**src/rtl/clk_div_bank.sv**
```systemverilog
`default_nettype none
// ============================================================================
// Module   : clk_div_bank
// Brief    : Bank of N_CH independent programmable clock dividers. Each
//            channel emits a near-50% duty divided clock and a one-cycle
//            tick on the last cycle of every period. Divisor updates are
//            held in a shadow register and applied only at period
//            boundaries; a shared sync input restarts all enabled channels.
// Revision : 1.0 - initial release, successor to the fixed 1 Hz divider
// ============================================================================
module clk_div_bank #(
  parameter int N_CH      = 4,
  parameter int W         = 32,
  parameter int DIV_RESET = 100_000_000,
  parameter int CW        = (N_CH > 1) ? $clog2(N_CH) : 1
) (
  input  logic            clk,
  input  logic            rst_n,
  input  logic [N_CH-1:0] en,
  input  logic            sync,
  input  logic            div_wr,
  input  logic [CW-1:0]   div_ch,
  input  logic [W-1:0]    div_data,
  output logic [N_CH-1:0] clk_out,
  output logic [N_CH-1:0] tick,
  output logic [N_CH-1:0] pend
);

  localparam logic [W-1:0] C_DIV_RESET = W'(DIV_RESET);
  localparam logic [W-1:0] C_ONE       = W'(1);

  for (genvar i = 0; i < N_CH; i++) begin : g_ch
    logic [W-1:0] r_count;
    logic [W-1:0] r_d_act;
    logic [W-1:0] r_d_sh;
    logic         r_pend;
    logic         r_en_q;
    logic         r_clk;
    logic         r_tick;

    logic [W-1:0] w_count_nx;
    logic [W-1:0] w_d_act_nx;
    logic [W-1:0] w_d_sh_nx;
    logic         w_pend_nx;
    logic [W:0]   w_sum_nx;
    logic [W-1:0] w_half_nx;
    logic         w_hit;
    logic         w_restart;
    logic         w_wrap;

    // Write decode; zero divisors are dropped so D_act can never become 0.
    assign w_hit = div_wr && (div_data != '0) && (div_ch == CW'(i));

    // A channel that was idle last cycle restarts at count 0, like sync.
    assign w_restart = sync || !r_en_q;
    assign w_wrap    = (r_count == (r_d_act - C_ONE));

    // Next-state for counter and divisor pair, period-boundary gated.
    always_comb begin
      w_count_nx = r_count + C_ONE;
      w_d_act_nx = r_d_act;
      w_d_sh_nx  = r_d_sh;
      w_pend_nx  = r_pend;
      if (!en[i] || w_restart || w_wrap) begin
        // Period boundary (or idle): commit any pending divisor, and let a
        // same-cycle write bypass the shadow and take effect immediately.
        w_count_nx = '0;
        if (r_pend) begin
          w_d_act_nx = r_d_sh;
          w_pend_nx  = 1'b0;
        end
        if (w_hit) begin
          w_d_act_nx = div_data;
          w_d_sh_nx  = div_data;
          w_pend_nx  = 1'b0;
        end
      end else if (w_hit) begin
        // Mid-period: only the last write before the wrap survives.
        w_d_sh_nx = div_data;
        w_pend_nx = 1'b1;
      end
    end

    // ceil(D/2) computed one bit wider so D = 2^W-1 does not wrap.
    assign w_sum_nx  = {1'b0, w_d_act_nx} + {{W{1'b0}}, 1'b1};
    assign w_half_nx = w_sum_nx[W:1];

    // State and registered outputs, derived from next-state to avoid lag.
    always_ff @(posedge clk or negedge rst_n) begin
      if (!rst_n) begin
        r_count <= '0;
        r_d_act <= C_DIV_RESET;
        r_d_sh  <= C_DIV_RESET;
        r_pend  <= 1'b0;
        r_en_q  <= 1'b0;
        r_clk   <= 1'b0;
        r_tick  <= 1'b0;
      end else begin
        r_count <= w_count_nx;
        r_d_act <= w_d_act_nx;
        r_d_sh  <= w_d_sh_nx;
        r_pend  <= w_pend_nx;
        r_en_q  <= en[i];
        r_clk   <= en[i] && (w_count_nx >= w_half_nx);
        r_tick  <= en[i] && (w_count_nx == (w_d_act_nx - C_ONE));
      end
    end

    assign clk_out[i] = r_clk;
    assign tick[i]    = r_tick;
    assign pend[i]    = r_pend;
  end

endmodule
`default_nettype wire

```
**config.mk**
```make
export PLATFORM = sky130hd
export DESIGN_NAME = clk_div_bank
export DESIGN_NICKNAME = d
export VERILOG_FILES = /design/src/rtl/clk_div_bank.sv
export SDC_FILE = /design/constraint.sdc
export NUM_CORES = 2
export LEC_CHECK = 0
export ABC_AREA = 1
export BUFFER_PORTS_ARGS = -buffer_cell sky130_fd_sc_hd__buf_2
export CAP_MARGIN = 10
export CORE_AREA = 2 2 311 313
export CTS_CLUSTER_DIAMETER = 40
export DETAILED_ROUTE_END_ITERATION = 8
export DIE_AREA = 0 0 313 315
export SLEW_MARGIN = 20
export SYNTH_ARGS = -nofsm -noshare
export SYNTH_HDL_FRONTEND = slang
export SYNTH_SLANG_ARGS = --single-unit
export TNS_END_PERCENT = 20
```
**constraint.sdc**
```tcl
create_clock -name clk -period 6.61 [get_ports clk]
set_clock_uncertainty 0.05 [all_clocks]
set_input_delay 0 -clock clk [delete_from_list [all_inputs] [get_ports clk]]
set_output_delay 0 -clock clk [all_outputs]
set_load 0.01 [all_outputs]
```
==> flow_summary_export.csv <==
group,metric,value,unit
run_status,status,"finished, final reports clean",
placed_design,place.gp.congestion,0.984,
floorplan,dieArea,98600,sq um
yosys,synth.distinct_cells,65,
power_and_ir_drop,clockPowerShare,0.414,
yosys,yosysWarningCount,0,
power_and_ir_drop,share_comb_of_total_power,0.319,
critical_path,end_kind,"flip-flop",
timing,tns,0,ps
placed_design,placed_cells,7199,
critical_path,crit_fanout,26,
routing,via_per_inst,5.20,
clock_tree,numCtsBuffers,96,
floorplan,rows,114,
power_and_ir_drop,power,12.0,mW
critical_path,cp_common_cell,"nand2_1",
yosys,synthFlopType,"dfrtp_1",
final_layout,nets,6252,
job,max_cap_viol_count,0,
routing,wl_per_cell,18.2,um
routing,drc,0,
yosys,yosysTopAreaCell,"dfrtp_1",
yosys,synth_area_leaders,"dfrtp_1 (20%), nand2_1 (18%), nor2_1 (7.8%)",
global_route,grt_pass1_vias,36123,
worst_hold_path,hold_start,"en[1]",
routing,vias,38628,
clock_tree,h-tree-depth,3,
yosys,synth_seq_area_share,0.268,
floorplan,die_w,313,um
final_layout,drive_above_1_share,0.0994,
clock_tree,clk_latency,660,ps
critical_path,reg2reg_depth,28,
power_and_ir_drop,switching_share,0.385,
power_and_ir_drop,intPower,7.38,mW
critical_path,slowest_delay,800,ps
critical_path,slowest_stage,"nor4_1",
critical_path,reg2reg_to,"g_ch[3].r_clk",
timing,period_needed,5800,ps
routing,drtPass1Iterations,6,
timing,rsz0062_at_grt,"false",
timing,hold_viol,0,
floorplan,die_y,315,um
critical_path,rr_startpoint,"g_ch[3].r_d_act[0]",
clock_tree,clk_pin_slew,50,ps
yosys,avgSynthCellArea,6.31,sq um
clock_tree,cts_setup_buffers,0,
yosys,synth-seq-cells,400,
timing,report.final.slew_viol_count,0,
global_route,grt_overflow,0,
yosys,synth_edf_count,0,
power_and_ir_drop,cellPowerDensity,279,nW/um^2
final_layout,area_growth,13.8,%
clock_tree,cts_tree,"done",
placed_design,io_buffers,53,
global_route,grt_max_degree,156,
routing,drt_iter0_markers,3494,
routing,wirelength,135,mm
worst_hold_path,holdPathStages,2,
timing,fmax,0.172,GHz
yosys,async_flop_share,1.00,
yosys,syn_area,37800,sq um
timing,slew_headroom,0.308,
global_route,antenna_found_initial,1,
final_layout,fin_cells,7423,
floorplan,core_area,95700,sq um
yosys,netlist_instances,5984,
final_layout,diodes,0,
critical_path,crit_required,7130,ps
power_and_ir_drop,p_leak,21.2,nW
critical_path,cp_data_arrival_time,6330,ps
clock_tree,cts.sink_count,400,
critical_path,start_kind,"flip-flop",
clock_tree,root_buffer,"clkbuf_16",
placed_design,hpwlAfterDp,106,mm
clock_tree,clock_path_buffers,3,
timing,fin_crit_sh,0.878,
critical_path,r2r_slack,810,ps
timing,worst-slew-pin-transition,1040,ps
worst_hold_path,min_path_type,"in2reg",
yosys,synth_top_area_frac,0.201,
floorplan,ioPinCount,54,
power_and_ir_drop,ir_drop,0.000193,V
global_route,grt_first_pass_wirelength,210,mm
clock_tree,cts_resized,0,
power_and_ir_drop,switchingPower,4.62,mW
global_route,track_usage,0.272,
critical_path,worstSetupPathType,"reg2reg",
worst_hold_path,min_to,"g_ch[1].r_en_q",
floorplan,start_util,0.395,
routing,ant_nets,0,
power_and_ir_drop,seqPwrFrac,0.267,
yosys,synth_nets,6170,
timing,setup_viol,0,
Yosys cell counts (12+ instances only):
cell type and number:
a21oi_1 169, buf_1 14, buf_2 24, buf_4 18
buf_6 18, clkbuf_1 70, dfrtp_1 304, dfstp_2 96
ha_1 144, inv_1 766, inv_2 24, nand2_1 1847
nand2_2 87, nand3_1 484, nand3b_1 41, nand4_1 109
nor2_1 782, nor2_2 65, nor2_4 26, nor3_1 87
nor4_1 33, o211ai_1 38, o21ai_0 208, o21ai_1 16
o21bai_1 13, or2_2 12, xnor2_1 85, xnor3_1 12
xor2_1 278
registers in the layout, summed over array words and instances (netlist names):
signal and cells:
g_ch.r_count 128, g_ch.r_tick 4, g_ch.r_clk 4, g_ch.r_pend 4, g_ch.r_d_sh 128, g_ch.r_en_q 4
g_ch.r_d_act 128
cell usage in the layout, fill, tap and decap left out, drive strengths merged, types with 38 or more instances in the layout:
| cell | instances |
|---|---|
| nor2 | 874 |
| nand3 | 495 |
| nor3 | 96 |
| xor2 | 278 |
| ha | 144 |
| nand2 | 1938 |
| nand4 | 117 |
| dlygate4sd3 | 44 |
| dfrtp | 304 |
| a21oi | 169 |
| o211ai | 38 |
| dfstp | 96 |
| clkbuf | 126 |
| nand3b | 41 |
| inv | 800 |
| xnor2 | 85 |
| buf | 85 |
| o21ai | 230 |
cell families after synthesis:
kind of cell               Yosys count  share of synthesized area
AOI/OAI and AO/OA                  493                     0.0731
xor gates and xnor gates           376                     0.0920
adders and majority gates          144                     0.0477
buffers and inverters              943                      0.100
DFF                                400                      0.268
and+or+nand+nor                   3628                      0.419
worst max-delay path: cells and delay by family (launching register included):
family / cells / cell delay (ps)
buffers and inverters: 5 / 800
AOI/OAI and AO/OA: 3 / 770
DFF: 1 / 400
adders and majority gates: 2 / 610
xor gates and xnor gates: 1 / 200
and+or+nand+nor: 17 / 2870
stage by stage:
stage                     hold WS [ps]   util  instance area, sq um  setup slack (ps)
after floorplan                   -346      -                 37800              1960
final                             99.6  0.449                 43000               806
after CTS                         67.3  0.449                 43000               835
after global routing              90.7  0.449                 43000               200
after detailed placement         -83.8  0.409                 39100               859
after global placement           -81.2  0.409                 39100               873
cell type report:
type,instances,area (sq um)
multi-input combinational,4641,23900
clock buffer,126,2690
fill,9977,52700
tap,1276,1600
inverter,798,3000
clock inverter,53,689
timing repair buffer,129,1010
sequential,400,10100
metal layers:
metal  share of wire  GRT usage
met5        0.000096          0
met4           0.032     0.0952
met3           0.071     0.0376
met2            0.43      0.415
met1            0.47      0.392
power groups by stage:
stage	clock, mW	sequential (mW)	combinational, mW
after floorplan	0	3.08	2.73
after global placement	0	3.21	3.71
after detailed placement	0	3.22	3.74
after CTS	5.04	3.19	3.78
after global routing	5.17	3.24	4.32
final	4.97	3.20	3.83
how the worst max path moves through the flow:
stage,end,start,slack [ps],cells after the start
floorplan,g_ch[2].r_clk,g_ch[2].r_d_act[0],1960,37
global placement,g_ch[0].r_clk,g_ch[0].r_d_act[0],870,29
detailed placement,g_ch[0].r_clk,g_ch[0].r_d_act[0],860,29
CTS,g_ch[0].r_clk,g_ch[0].r_d_act[0],830,29
global route,g_ch[0].r_clk,g_ch[0].r_d_act[0],200,34
finish,g_ch[3].r_clk,g_ch[3].r_d_act[0],810,28
repair_timing:
| item | in CTS | in global routing |
|---|---|---|
| setup endpoints to repair | 0 | 0 |
| hold buffers | 45 | 0 |
| hold endpoints to repair | 422 | 0 |
(Power assumes the default switching activity.)
